File: config.mk
export PLATFORM = sky130hd
export DESIGN_NAME = decode_stage_flat
export DESIGN_NICKNAME = d
export VERILOG_FILES = /design/src/rtl/decode_stage_if.sv /design/src/rtl/decode_stage.sv /design/src/flat_wrapper.sv
export SDC_FILE = /design/constraint.sdc
export NUM_CORES = 1
export LEC_CHECK = 0
export ABC_CLOCK_PERIOD_IN_PS = 2200
export BUFFER_PORTS_ARGS = -buffer_cell sky130_fd_sc_hd__clkbuf_2
export CAP_MARGIN = 15
export CORE_ASPECT_RATIO = 0.9
export CORE_MARGIN = 5
export CORE_UTILIZATION = 45
export CTS_CLUSTER_SIZE = 14
export DETAILED_ROUTE_END_ITERATION = 8
export PLACE_DENSITY = 0.68
export SYNTH_ARGS = -nofsm -noshare
export SYNTH_HDL_FRONTEND = slang
export SYNTH_SLANG_ARGS = --single-unit
File: constraint.sdc
create_clock -name clk -period 2.2 [get_ports clk]
set_input_delay 0.33 -clock clk [delete_from_list [all_inputs] [get_ports clk]]
set_output_delay 0.33 -clock clk [all_outputs]
set_load 0.02 [all_outputs]
File: src/rtl/decode_stage_if.sv
// decode_stage_if: handshake bundle around the instruction-decode stage.
//   master : upstream/downstream environment (drives in_valid, in_instr, out_ready)
//   slave  : the decode stage itself (drives in_ready, decoded outputs, illegal status)
// Signals:
//   in_valid/in_ready/in_instr          upstream valid/ready with {opcode, dest, src}
//   out_valid/out_ready                 downstream valid/ready
//   out_opcode/out_dest/out_src/out_wr  decoded fields, write-enable (0 only for NOP)
//   out_seq                             sequence tag
//   illegal_flag/illegal_cnt            sticky flag and saturating count of illegal opcodes
interface decode_stage_if #(
    parameter int unsigned OPC_W = 4,
    parameter int unsigned REG_W = 3,
    parameter int unsigned SEQ_W = 4
);
    localparam int unsigned INSTR_W = OPC_W + 2 * REG_W;

    logic               in_valid;
    logic               in_ready;
    logic [INSTR_W-1:0] in_instr;
    logic               out_valid;
    logic               out_ready;
    logic [OPC_W-1:0]   out_opcode;
    logic [REG_W-1:0]   out_dest;
    logic [REG_W-1:0]   out_src;
    logic               out_wr;
    logic [SEQ_W-1:0]   out_seq;
    logic               illegal_flag;
    logic [7:0]         illegal_cnt;

    modport master (
        output in_valid, in_instr, out_ready,
        input  in_ready, out_valid, out_opcode, out_dest, out_src, out_wr, out_seq,
               illegal_flag, illegal_cnt
    );

    modport slave (
        input  in_valid, in_instr, out_ready,
        output in_ready, out_valid, out_opcode, out_dest, out_src, out_wr, out_seq,
               illegal_flag, illegal_cnt
    );
endinterface

File: src/rtl/decode_stage.sv
// decode_stage: registered instruction-decode stage with a 2-entry skid buffer.
// Splits {opcode, dest, src} at acceptance, tags each word with a wrapping sequence
// number and presents it downstream; full throughput is kept under backpressure.
// Ports:
//   clk    rising-edge clock
//   reset  asynchronous active-high reset (discards both stored words)
//   bus    decode_stage_if.slave (handshakes, decoded fields, illegal status)
// Optional feature: DECODE_ILLEGAL_TRAP_EN -- illegal opcodes (>= NUM_OPC) are consumed
// without being forwarded and are counted; otherwise every word is forwarded.
module decode_stage #(
    parameter int unsigned OPC_W   = 4,
    parameter int unsigned REG_W   = 3,
    parameter int unsigned NUM_OPC = 12,
    parameter int unsigned SEQ_W   = 4
) (
    input  logic           clk,
    input  logic           reset,
    decode_stage_if.slave  bus
);
    localparam int unsigned INSTR_W = OPC_W + 2 * REG_W;

    // Parameter sanity: NUM_OPC must be a non-empty subset of the opcode space.
    if (NUM_OPC == 0 || NUM_OPC > (32'd1 << OPC_W)) begin : g_bad_num_opc
        $error("decode_stage: NUM_OPC out of range for OPC_W");
    end

    typedef struct packed {
        logic [OPC_W-1:0] opcode;
        logic [REG_W-1:0] dest;
        logic [REG_W-1:0] src;
        logic             wr;
        logic [SEQ_W-1:0] seq;
    } dec_t;

    typedef enum logic [1:0] {
        EMPTY = 2'd0,
        ONE   = 2'd1,
        FULL  = 2'd2
    } state_t;

    state_t           state_q;
    dec_t             out_q;
    dec_t             skid_q;
    logic [SEQ_W-1:0] seq_q;
    logic             out_valid_q;
    logic             in_rdy_q;

    logic accept_c;
    logic deliver_c;
    logic fwd_c;
    dec_t dec_c;

    assign accept_c  = bus.in_valid && in_rdy_q;
    assign deliver_c = out_valid_q && bus.out_ready;

    // Field split and classification of the word currently offered.
    always_comb begin
        dec_c        = '0;
        dec_c.opcode = bus.in_instr[INSTR_W-1 -: OPC_W];
        dec_c.dest   = bus.in_instr[2*REG_W-1 -: REG_W];
        dec_c.src    = bus.in_instr[REG_W-1:0];
        dec_c.wr     = (dec_c.opcode != '0);
        dec_c.seq    = seq_q;
    end

`ifdef DECODE_ILLEGAL_TRAP_EN
    logic       illegal_c;
    logic       illegal_flag_q;
    logic [7:0] illegal_cnt_q;

    assign illegal_c = (32'(dec_c.opcode) >= 32'(NUM_OPC));
    // Illegal words are swallowed: accepted upstream but never enter the buffer.
    assign fwd_c     = accept_c && !illegal_c;

    // Sticky flag and saturating count of trapped words.
    always_ff @(posedge clk or posedge reset) begin
        if (reset) begin
            illegal_flag_q <= 1'b0;
            illegal_cnt_q  <= 8'd0;
        end else if (accept_c && illegal_c) begin
            illegal_flag_q <= 1'b1;
            if (illegal_cnt_q != 8'hFF) begin
                illegal_cnt_q <= illegal_cnt_q + 8'd1;
            end
        end
    end

    assign bus.illegal_flag = illegal_flag_q;
    assign bus.illegal_cnt  = illegal_cnt_q;
`else
    assign fwd_c            = accept_c;
    assign bus.illegal_flag = 1'b0;
    assign bus.illegal_cnt  = 8'd0;
`endif

    // Skid-buffer control, storage and sequence counter.
    always_ff @(posedge clk or posedge reset) begin
        if (reset) begin
            state_q     <= EMPTY;
            out_q       <= '0;
            skid_q      <= '0;
            seq_q       <= '0;
            out_valid_q <= 1'b0;
            in_rdy_q    <= 1'b1;
        end else begin
            if (fwd_c) begin
                seq_q <= seq_q + SEQ_W'(1);
            end
            unique case (state_q)
                EMPTY: begin
                    if (fwd_c) begin
                        out_q       <= dec_c;
                        out_valid_q <= 1'b1;
                        state_q     <= ONE;
                    end
                end
                ONE: begin
                    if (fwd_c && !deliver_c) begin
                        skid_q   <= dec_c;
                        in_rdy_q <= 1'b0;
                        state_q  <= FULL;
                    end else if (fwd_c) begin
                        out_q <= dec_c;
                    end else if (deliver_c) begin
                        out_valid_q <= 1'b0;
                        state_q     <= EMPTY;
                    end
                end
                FULL: begin
                    // in_ready is low here, so only a deliver can happen.
                    if (deliver_c) begin
                        out_q    <= skid_q;
                        in_rdy_q <= 1'b1;
                        state_q  <= ONE;
                    end
                end
                default: begin
                    out_valid_q <= 1'b0;
                    in_rdy_q    <= 1'b1;
                    state_q     <= EMPTY;
                end
            endcase
        end
    end

    // in_ready comes from a register; it is only forced low while reset is held.
    assign bus.in_ready   = in_rdy_q && !reset;
    assign bus.out_valid  = out_valid_q;
    assign bus.out_opcode = out_q.opcode;
    assign bus.out_dest   = out_q.dest;
    assign bus.out_src    = out_q.src;
    assign bus.out_wr     = out_q.wr;
    assign bus.out_seq    = out_q.seq;

endmodule
File: src/flat_wrapper.sv
// flat-port wrapper written by rule: the top's interface ports become plain ports
module decode_stage_flat 
#(
    parameter int unsigned OPC_W   = 4,
    parameter int unsigned REG_W   = 3,
    parameter int unsigned NUM_OPC = 12,
    parameter int unsigned SEQ_W   = 4
)
  (clk, reset, bus_in_valid, bus_in_instr, bus_out_ready, bus_in_ready, bus_out_valid, bus_out_opcode, bus_out_dest, bus_out_src, bus_out_wr, bus_out_seq, bus_illegal_flag, bus_illegal_cnt);
  decode_stage_if #(.OPC_W(OPC_W), .REG_W(REG_W), .SEQ_W(SEQ_W)) bus_i ();
  input  logic clk;
  input  logic reset;
  input wire logic [$bits(bus_i.in_valid)-1:0] bus_in_valid;
  input wire logic [$bits(bus_i.in_instr)-1:0] bus_in_instr;
  input wire logic [$bits(bus_i.out_ready)-1:0] bus_out_ready;
  output wire logic [$bits(bus_i.in_ready)-1:0] bus_in_ready;
  output wire logic [$bits(bus_i.out_valid)-1:0] bus_out_valid;
  output wire logic [$bits(bus_i.out_opcode)-1:0] bus_out_opcode;
  output wire logic [$bits(bus_i.out_dest)-1:0] bus_out_dest;
  output wire logic [$bits(bus_i.out_src)-1:0] bus_out_src;
  output wire logic [$bits(bus_i.out_wr)-1:0] bus_out_wr;
  output wire logic [$bits(bus_i.out_seq)-1:0] bus_out_seq;
  output wire logic [$bits(bus_i.illegal_flag)-1:0] bus_illegal_flag;
  output wire logic [$bits(bus_i.illegal_cnt)-1:0] bus_illegal_cnt;
  assign bus_i.in_valid = bus_in_valid;
  assign bus_i.in_instr = bus_in_instr;
  assign bus_i.out_ready = bus_out_ready;
  assign bus_in_ready = bus_i.in_ready;
  assign bus_out_valid = bus_i.out_valid;
  assign bus_out_opcode = bus_i.out_opcode;
  assign bus_out_dest = bus_i.out_dest;
  assign bus_out_src = bus_i.out_src;
  assign bus_out_wr = bus_i.out_wr;
  assign bus_out_seq = bus_i.out_seq;
  assign bus_illegal_flag = bus_i.illegal_flag;
  assign bus_illegal_cnt = bus_i.illegal_cnt;
  decode_stage #(.OPC_W(OPC_W), .REG_W(REG_W), .NUM_OPC(NUM_OPC), .SEQ_W(SEQ_W)) u_core (.clk(clk), .reset(reset), .bus(bus_i));
endmodule
**After elaboration in Yosys (flattened, before gate mapping)**

Index checks and enable logic that the tools add are counted.

- Bits in registers: 38
- Word-level logic and storage cells: 59

- Add/sub/neg operators: 1
- Equal/unequal tests: 10
- Muxes and demuxes: 18
- Bitwise gates (word level): 2
- Reductions and logical operators: 14

Operators with widths:

| operator | count |
|---|---|
| $mux W15 | 3 |
| $pmux W15 S3 | 1 |
| $mux W2 | 5 |
| $ne A2 B1 Y1 const B | 4 |
| $mux W1 | 6 |
| $pmux W1 S3 | 2 |
| $pmux W2 S3 | 1 |
| $reduce_and A3 Y1 | 2 |
| $reduce_and A5 Y1 | 1 |
| $add A4 B1 Y4 const B | 1 |
| $logic_and A1 B1 Y1 | 4 |
| $ne A2 B2 Y1 const B | 2 |
| $reduce_and A4 Y1 | 1 |
| $reduce_bool A4 Y1 | 1 |
| $ne A3 B1 Y1 const B | 1 |
| $ne A3 B3 Y1 const B | 1 |
| $reduce_bool A3 Y1 | 1 |
| $eq A2 B1 Y1 const B | 1 |
| $eq A2 B2 Y1 const B | 1 |
| $logic_not A1 Y1 | 2 |
| $logic_not A2 Y1 | 1 |
| $not A1 Y1 | 2 |
| $reduce_and A2 Y1 | 1 |

**Depth between registers and ports, before layout**

Gate-level depths: netlist of run 1.

- Depth after elaboration: 5
- Mapped depth: 6
- Mapped depth without buffers: 3

**Worst setup path after synthesis of run 1**

No wires, ideal clock.

- Path kind: reg2reg
- Start: reg u_core.out_valid_q, in the netlist u_core.bus.out_valid
- End: reg u_core.skid_q[0] (netlist bit)
- Library setup time: 0.125 ns
- Arrival time: 1.617 ns
- Data required time: 2.075 ns
- Slack: 0.458 ns
- Stages on the path, launching flop included: 5
- Cell sequence: dfrtp_1 a21boi_4 nor3b_4 buf_8 mux2_4

- Longest elaborated chain between the ends: 4

Ends and longest elaborated chain:

| what | RTL line | text |
|---|---|---|
| from (decl) | decode_stage.sv:45 | `logic out_valid_q;` |
| from (signal assigned) | decode_stage.sv:103 | `out_valid_q <= 1'b0;` |
| from (signal assigned) | decode_stage.sv:113 | `out_valid_q <= 1'b1;` |
| from (signal assigned) | decode_stage.sv:125 | `out_valid_q <= 1'b0;` |
| $logic_and A1 B1 Y1 | decode_stage.sv:54 | `assign deliver_c = out_valid_q && bus.out_ready;` |
| $logic_not A1 Y1 | decode_stage.sv:118 | `if (fwd_c && !deliver_c) begin` |
| $logic_and A1 B1 Y1 | decode_stage.sv:118 |  |
| $reduce_and A2 Y1 (no source line) | n/a |  |
| to (signal assigned) | decode_stage.sv:101 | `skid_q <= '0;` |
| to (signal assigned) | decode_stage.sv:119 | `skid_q <= dec_c;` |
| to (decl) | decode_stage.sv:43 | `dec_t skid_q;` |

No other way between the ends.
A chain may end at the register's enable or synchronous reset.

**Worst setup path after layout of run 1**

- Start: reg u_core.in_rdy_q
- End: reg u_core.skid_q[12] (netlist bit)

- Longest elaborated chain between the ends: 3

Ends and longest elaborated chain:

| what | RTL line | text |
|---|---|---|
| from (decl) | decode_stage.sv:46 | `logic in_rdy_q;` |
| from (signal assigned) | decode_stage.sv:104 | `in_rdy_q <= 1'b1;` |
| from (signal assigned) | decode_stage.sv:120 | `in_rdy_q <= 1'b0;` |
| from (signal assigned) | decode_stage.sv:133 | `in_rdy_q <= 1'b1;` |
| $logic_and A1 B1 Y1 | decode_stage.sv:53 | `assign accept_c = bus.in_valid && in_rdy_q;` |
| $logic_and A1 B1 Y1 | decode_stage.sv:118 |  |
| $reduce_and A2 Y1 (no source line) | n/a |  |

No other way between the ends.

==> results of run 1 <==
-- area by class of cell --
type                    count  area [um2]  share of cell area, %
inverters                   3        11.3                  0.537
well taps                  48        60.1                   2.86
multi-input cells          80         798                   38.1
flip-flops and latches     38         952                   45.4
repair buffers             36         195                   9.31
clock buffers               8        80.1                   3.82
-- per-stage QoR --
stage                     instances  hold WS (ns)  utilization [%]
after floorplan                 135         0.393                -
after global placement          205         0.459             49.8
after detailed placement        205         0.465             49.8
after global routing            213         0.201             51.8
final                           213         0.131             51.8
after CTS                       213         0.153             51.8
-- cells by family after synthesis --
| family | after synthesis |
|---|---|
| AO/OA/AOI/OAI | 10 |
| buffers and inverters | 17 |
| multiplexers | 46 |
| adder cells (fa/ha/maj) | 1 |
| AND/OR/NAND/NOR | 10 |
| flip-flops | 38 |
| XOR/XNOR | 4 |
| other | 1 |
-- report_power, final --
| group | leakage (nW) | internal [mW] | switching [mW] |
|---|---|---|---|
| logic | 0.481 | 0.548 | 0.486 |
| clock network | 0.0395 | 0.225 | 0.222 |
| registers | 0.459 | 1.03 | 0.224 |
| total | 0.980 | 1.80 | 0.932 |
-- cells in the final DEF, fill, tap and decap left out, types with 3 or more instances in the layout --
cell / count
clkbuf_8: 5
mux2_4: 9
inv_1: 3
dfrtp_1: 37
mux2_2: 37
clkbuf_1: 3
clkbuf_2: 30
conb_1: 9
buf_4: 6
-- state kept, by name, indices dropped and copies added (netlist names) --
name	count
u_core.bus.out_dest	3
u_core.bus.out_seq	4
u_core.in_rdy_q	1
u_core.bus.out_valid	1
u_core.state_q	2
u_core.bus.out_wr	1
u_core.bus.out_src	3
u_core.bus.out_opcode	4
u_core.skid_q	15
u_core.seq_q	4
-- metal layers --
layer	track usage [%]	vias to the layer above
met5	0	-
met3	4.96	4
met1	15.3	528
li1	-	503
met2	21.1	41
met4	4.96	0
-- path summary, 6_finish.rpt --
kind | end | slack, ns | cells past startpoint | startpoint
worst min register to register | u_core.seq_q[3] | 0.49 | 1 | u_core.seq_q[3]
max in group asynchronous | u_core.in_rdy_q | 1.72 | 3 | reset
worst min-delay path | u_core.skid_q[3] | 0.13 | 3 | reset
min in group clk | u_core.in_rdy_q | 0.26 | 2 | bus_in_valid
worst max register to register | u_core.skid_q[12] | 0.45 | 4 | u_core.in_rdy_q
worst max-delay path | u_core.skid_q[12] | 0.45 | 4 | u_core.in_rdy_q
-- critical path, stage by stage (launching register included) --
cell and delay (ns):
dfstp_2 0.57, nand2_2 0.15, nor3b_4 0.22, buf_4 0.30, mux2_2 0.37
==> impl_metrics.yaml, run 1 <==
clock_tree:
  cts-root-buf: "clkbuf_8"
  cts.htree.levels: 2
  post_cts_resized: 0
  hold_buffers: 0
  cts_setup_buffers: 0
  numCtsBuffers: 5
  worstSkewPairLatency_ns: 0.28
  cts_tree: "done"
  clock_sinks: 38
  clk_pin_slew_ns: 0.08
  clockBufferDepth: 2
floorplan:
  die_h_um: 70.9
  ios: 40
  die_area_mm2: 0.00551
  rows: 22
  dieWidth_um: 77.7
  core_area_mm2: 0.00405
  start_util_pct: 45.9
final_layout:
  stdcell_area_mm2: 0.00210
  fillers: 357
  layout-drive-gt1-share_pct: 56.4
  layout.nets: 179
  antenna_cells: 0
  area_growth_pct: 13.0
synth:
  synthFlopType: "dfrtp_1"
  yosysWarnings: 0
  yosys.area_share.xor_xnor_pct: 1.89
  synth_top_area_share_pct: 49.9
  synth-compound-area-share_pct: 5.19
  ys_seq_elements: 38
  yosysUniqueCellTypes: 29
  synthMuxAreaShare_pct: 29.7
  seq_area_frac_synth_pct: 51.3
  synth-edff-count: 0
  synth_top_area_cell: "dfrtp_1"
  synth_async_sr_flop_share_pct: 100
  syn_avg_cell_area_um2: 14.6
  synthCells: 127
  yosys.area_share.adder_pct: 0.674
  ys_top_cells_by_count: "dfrtp_1 (37), mux2_2 (37), buf_4 (10), mux2_4 (9)"
  synth_top_family_by_area: "multiplexers"
  synth.cell_area_mm2: 0.00186
  yosys.area_share.simple_pct: 3.71
  synth_area_leaders: "dfrtp_1 (50%), mux2_2 (22%), mux2_4 (7.3%)"
detailed_routing:
  drt_pass1_iterations: 4
  met3_length_um: 226
  postRouteAntennaNets: 0
  drc_errors: 0
  first_iter_violations: 57
  routed_wl_um: 3230
  via_per_inst: 5.05
  routed.top_layer: "met4"
  vias: 1076
  drt-met1-wl_um: 1380
  dr_wl_met2_um: 1600
  wl_per_cell_um: 15.2
placement:
  place_hpwl_um: 2390
  gp_congestion: 0.802
  dp_slack_ns: 0.463
  numPortBuffers: 30
  placed_cell_area_mm2: 0.00202
sta:
  fmax_mhz: 572
  setup_tns_ns: 0
  fin_ws_ns: 0.452
  rsz0062_at_grt: "false"
  slew_viol_final: 0
  setup_viol: 0
  finalHoldViolCount: 0
  fin_crit_sh_pct: 79.5
  period_minus_slack_ns: 1.75
  skew_ns: 0.00556
flow_run:
  cap_violations: 0
pwr:
  p_leak_nw: 0.980
  vdd_ir_drop_max_v: 0.000727
  p_per_area_mw_per_mm2: 1300
  p_total_mw: 2.74
setup_path:
  critPathMaxFanout: 16
  worst_ep_arrival_time_ns: 1.91
  critPathKind: "flip-flop to flip-flop"
  critPathLaunchType: "flip-flop"
  crit_path_end_kind: "flip-flop"
  crit_required_ns: 2.36
global_route:
  antenna_found_initial: 0
  grt_first_pass_wirelength_um: 5670
  grt_pass1_vias: 1196
  overflow: 0
  grt_use_total_pct: 12.9
  grt_start_max_net_pins: 39
worst_hold_path:
  hold_path.class: "primary input to asynchronous set/reset pin"
outcome:
  status: "finished clean"
Power figures use the tool's default switching activity.
==> inputs of run 2 (changes only) <==
Settings changed: ABC_AREA set to 1, ABC_CLOCK_PERIOD_IN_PS 2200 to 1800.
Clock period 2.2 ns to 1.8 ns, I/O delays scaled along.
==> impl_metrics.yaml, run 2 <==
outcome:
  status: "finished clean"
synth:
  synth_async_sr_flop_share_pct: 100
  ys_seq_elements: 38
  synthCells: 213
  synth.most_common_cell: "nand2_1"
  synth-edff-count: 0
  ys_top_cells_by_count: "nand2_1 (85), dfrtp_1 (37), o21ai_1 (20), buf_4 (14), inv_1 (10)"
  synth_top_area_cell: "dfrtp_1"
  synthFlopType: "dfrtp_1"
  yosysUniqueCellTypes: 20
  syn_avg_cell_area_um2: 8.34
  synth_top_area_share_pct: 52.1
  synth.cell_area_mm2: 0.00178
  seq_area_frac_synth_pct: 53.6
  synth_area_leaders: "dfrtp_1 (52%), nand2_1 (18%), buf_4 (5.9%)"
  yosysWarnings: 0
clock_tree:
  cts_tree: "done"
  post_cts_resized: 0
  cts_setup_buffers: 0
  clk_pin_slew_ns: 0.08
  cts.htree.levels: 2
  clock_sinks: 38
  cts-root-buf: "clkbuf_8"
  worstSkewPairLatency_ns: 0.29
  hold_buffers: 0
  numCtsBuffers: 5
  clockBufferDepth: 2
setup_path:
  critPathMaxFanout: 30
  worst_r2r_startpoint: "u_core.state_q[1]"
  critPathKind: "flip-flop to flip-flop"
  worst_ep_arrival_time_ns: 1.76
  max_stage_delay_ns: 0.46
  path_cells: "nand2_2 > inv_2 > nand2_1 > nand3_2 > nand2_1 > o21ai_1"
  worstRegToRegCells: 6
  timing.rr.end: "u_core.bus.out_opcode[2]"
  r2r_setup_slack_ns: 0.20
  crit_path_end_kind: "flip-flop"
  cp-startpoint: "u_core.state_q[1]"
  crit_slowest_cell: "nand3_2"
  crit_path_end: "u_core.bus.out_opcode[2]"
  crit_required_ns: 1.96
  critPathLaunchType: "flip-flop"
  crit_top_cell: "nand2_1"
sta:
  fmax_mhz: 627
  slew_viol_final: 0
  rsz0062_at_grt: "false"
  fin_crit_sh_pct: 88.6
  skew_ns: 0.00549
  setup_viol: 0
  setup_tns_ns: 0
  tightest_slew_ns: 0.574
  period_minus_slack_ns: 1.60
  slew_headroom_pct: 61.7
  finalHoldViolCount: 0
global_route:
  antenna_found_initial: 0
  grt_start_max_net_pins: 39
  grt_use_total_pct: 13.9
  overflow: 0
  grt_first_pass_wirelength_um: 6020
  grt_pass1_vias: 1313
detailed_routing:
  drt_pass1_iterations: 4
  via_per_inst: 4.66
  first_iter_violations: 118
  drc_errors: 0
  wl_per_cell_um: 11.6
  vias: 1357
  routed_wl_um: 3380
  postRouteAntennaNets: 0
floorplan:
  ios: 40
  die_h_um: 69.6
  dieWidth_um: 76.2
  core_area_mm2: 0.00376
  rows: 21
  start_util_pct: 47.3
  die_area_mm2: 0.00531
pwr:
  p_leak_nw: 1.08
  vdd_ir_drop_max_v: 0.00107
  p_per_area_mw_per_mm2: 1800
placement:
  numPortBuffers: 30
  place_hpwl_um: 2380
  gp_congestion: 0.764
final_layout:
  antenna_cells: 0
  fillers: 360
  postLayoutCoreUtil_pct: 53.6
  final_common_cell: "nand2_1"
  regArea_um2: 952
  layout.nets: 259
  largest_reg_flops: 15
  final_cell_mix: "nand2_1 (85), dfrtp_1 (37), clkbuf_2 (30)"
  layout-drive-gt1-share_pct: 20.0
  area_growth_pct: 13.3
  multiInputGateArea_um2: 687
  regMostFlops: "u_core.skid_q"
worst_hold_path:
  hold_path.class: "primary input to asynchronous set/reset pin"
flow_run:
  cap_violations: 0
[run 2: cell families (layout without fill, tap and decap cells)]
| logic type | count (synthesis) | after routing | share of synthesized area [%] |
|---|---|---|---|
| XOR/XNOR | 3 | 3 | 1.48 |
| AO/OA/AOI/OAI | 31 | 31 | 8.87 |
| buffers and inverters | 30 | 54 | 9.44 |
| flip-flops | 38 | 38 | 53.6 |
| adder cells (fa/ha/maj) | 1 | 1 | 0.704 |
| other | 1 | 9 | 0.211 |
| AND/OR/NAND/NOR | 109 | 109 | 25.7 |
[run 2: area by class of cell]
cell class                      instances  area share, %
Sequential cell                        38           47.3
Timing Repair Buffer                   33           8.58
Clock inverter                          2          0.622
Clock buffer                            6           4.10
Multi-Input combinational cell        153           34.1
Tap cell                               46           2.86
Inverter                               13           2.42
[run 2: worst min path at each step]
stage	start	end	slack (ns)	depth (start not counted)
after detailed placement	reset	u_core.state_q[0]	0.41	3
after floorplan	bus_in_instr[5]	u_core.skid_q[10]	0.38	2
final	reset	u_core.state_q[0]	0.07	3
after CTS	reset	u_core.state_q[0]	0.09	3
after global routing	reset	u_core.state_q[0]	0.12	3
after global placement	reset	u_core.state_q[0]	0.40	3
[run 2: worst max-delay path, delay by kind of cell, from the launching register on]
family	cells	cell delay [ns]
AOI/OAI and AO/OA	1	0.08
and+or+nand+nor	4	0.87
DFF	1	0.42
buffers and inverters	1	0.09
[run 2: per-stage QoR]
step / hold slack, ns / worst slack, ns / instance area (um2) / std cells / total power [mW]
5_1_grt: 0.123 / 0.0311 / 2010 / 291 / 3.98
2_1_floorplan: 0.380 / 0.583 / 1810 / 221 / 2.68
3_5_place_dp: 0.407 / 0.206 / 1920 / 283 / 3.05
3_3_place_gp: 0.404 / 0.257 / 1920 / 283 / 3.01
6_report: 0.0661 / 0.205 / 2010 / 291 / 3.63
4_1_cts: 0.0916 / 0.194 / 2010 / 291 / 3.67
[run 2: metal layers]
| metal | global-route usage, % | wire, um | vias up |
|---|---|---|---|
| li1 | - | - | 715 |
| met1 | 19.2 | 1740 | 600 |
| met2 | 20.0 | 1360 | 37 |
| met3 | 4.55 | 233 | 5 |
| met4 | 5.83 | 49 | 0 |
| met5 | 0 | 0 | - |
[run 2: where the power goes]
group,internal (mW),switching [mW],leakage [nW]
logic,0.515,0.996,0.570
clock network,0.308,0.308,0.0472
registers,1.27,0.228,0.467
==> inputs of run 3 (changes only) <==
Settings changed: ABC_CLOCK_PERIOD_IN_PS 1800 to 1500.
Clock period 1.8 ns to 1.5 ns, I/O delays scaled along.
==> impl_metrics.yaml, run 3 (synthesized netlist as in run 2, its figures left out) <==
sta:
  period_minus_slack_ns: 1.39
  skew_ns: 0.00618
  fmax_mhz: 717
  setup_tns_ns: 0
  finalHoldViolCount: 0
  slew_viol_final: 0
  fin_crit_sh_pct: 92.9
  rsz0062_at_grt: "false"
  setup_viol: 0
clock_tree:
  clock_sinks: 38
  hold_buffers: 0
  cts-root-buf: "clkbuf_8"
  worstSkewPairLatency_ns: 0.28
  numCtsBuffers: 5
  cts_tree: "done"
  clockBufferDepth: 2
  clk_pin_slew_ns: 0.07
  cts.htree.levels: 2
setup_path:
  crit_top_cell: "nand3_4"
  crit_required_ns: 1.71
  critPathMaxFanout: 15
  critPathKind: "flip-flop to flip-flop"
  critPathLaunchType: "flip-flop"
  max_stage_delay_ns: 0.56
  worst_ep_arrival_time_ns: 1.61
  path_cells: "nand2_2 > inv_2 > nand3_4 > nand3_4 > clkbuf_16 > nand2_1 > o21ai_1"
  crit_slowest_cell: "dfstp_2"
  crit_path_end_kind: "flip-flop"
global_route:
  grt_start_max_net_pins: 39
  busiest_layer: "met2"
  overflow: 0
  gr-usage-met1_pct: 18.6
  grt_first_pass_wirelength_um: 6060
  antenna_found_initial: 0
  grt_use_total_pct: 13.9
  grt_util_met3_pct: 4.42
  met2_usage_pct: 20.9
  grt_pass1_vias: 1341
detailed_routing:
  postRouteAntennaNets: 0
  drc_errors: 0
  via_per_inst: 4.78
  wl_per_cell_um: 12.1
  first_iter_violations: 96
  drt_pass1_iterations: 4
  routed_wl_um: 3540
  vias: 1397
pwr:
  clkPwrFrac_pct: 14.4
  p_int_mw: 2.61
  p_leak_nw: 1.09
  p_sw_share_pct: 41.9
  p_per_area_mw_per_mm2: 2180
  p_switching_mw: 1.89
  seqPwrFrac_pct: 40.0
  p_comb_share_pct: 45.6
  vdd_ir_drop_max_v: 0.00132
final_layout:
  fillers: 352
  antenna_cells: 0
  postLayoutCoreUtil_pct: 54.9
  layout-drive-gt1-share_pct: 20.7
  regMostFlops: "u_core.skid_q"
  area_growth_pct: 16.1
  final_common_cell: "nand2_1"
  final_cell_mix: "nand2_1 (85), dfrtp_1 (37), clkbuf_2 (30)"
  largest_reg_flops: 15
  layout.nets: 261
floorplan:
  start_util_pct: 47.3
  die_area_mm2: 0.00531
  core_area_mm2: 0.00376
  rows: 21
  dieWidth_um: 76.2
  die_h_um: 69.6
  ios: 40
placement:
  numPortBuffers: 30
  gp_congestion: 0.783
  place_hpwl_um: 2420
worst_hold_path:
  hold_path.class: "primary input to asynchronous set/reset pin"
flow_run:
  cap_violations: 0
outcome:
  status: "finished clean"
run 3: worst paths after layout:
kind	endpoint	from	slack [ns]	cells after the start
max	u_core.bus.out_wr	u_core.in_rdy_q	0.11	7
min	u_core.state_q[0]	reset	0.04	3
max reg2reg	u_core.bus.out_wr	u_core.in_rdy_q	0.11	7
min reg2reg	u_core.skid_q[0]	u_core.skid_q[0]	0.48	2
max in group asynchronous	u_core.in_rdy_q	reset	1.11	3
min in group clk	u_core.skid_q[10]	bus_in_instr[5]	0.16	3
run 3: timing repair:
item,in CTS,in global routing
endpoints found under the hold margin,0,0
setup buffers,0,0
resized for setup,0,4
endpoints found under the setup margin,0,17
run 3: layer usage:
layer,share of wire (%),routed length [um]
met4,1.2,42
met1,49,1740
met3,7.1,250
met5,0,0
met2,42,1500
run 3: area by class of cell:
type | instances | area, um2 | share of cell area (%)
flip-flops and latches | 38 | 952 | 46.1
multi-input cells | 153 | 702 | 34.0
repair buffers | 35 | 218 | 10.6
clock buffers | 5 | 68.8 | 3.34
well taps | 46 | 57.6 | 2.79
inverters | 13 | 55.1 | 2.67
clock inverters | 2 | 10.0 | 0.485
run 3: critical path: cells and delay by family, from the launching register on:
kind / cells / cell delay (ns)
AOI/OAI and AO/OA: 1 / 0.06
DFF: 1 / 0.56
and+or+nand+nor: 4 / 0.41
buffers and inverters: 2 / 0.30
run 3: through the flow:
stage	hold slack [ns]	setup WS [ns]	power (mW)	cells	area (um2)
after floorplan	0.335	0.283	3.22	221	1810
after global placement	0.359	0.131	3.70	284	1940
after detailed placement	0.368	0.0609	3.74	284	1940
after CTS	0.0610	0.0396	4.40	291	2020
after global routing	0.103	0.0128	4.90	292	2060
final	0.0434	0.106	4.50	292	2060
run 3: power by group through the flow:
| stage | combinational [mW] | sequential, mW | clock [mW] |
|---|---|---|---|
| 2_1_floorplan | 1.19 | 2.03 | 0 |
| 3_3_place_gp | 1.89 | 1.81 | 0 |
| 3_5_place_dp | 1.92 | 1.82 | 0 |
| 4_1_cts | 1.93 | 1.80 | 0.672 |
| 5_1_grt | 2.32 | 1.86 | 0.716 |
| 6_report | 2.05 | 1.80 | 0.647 |
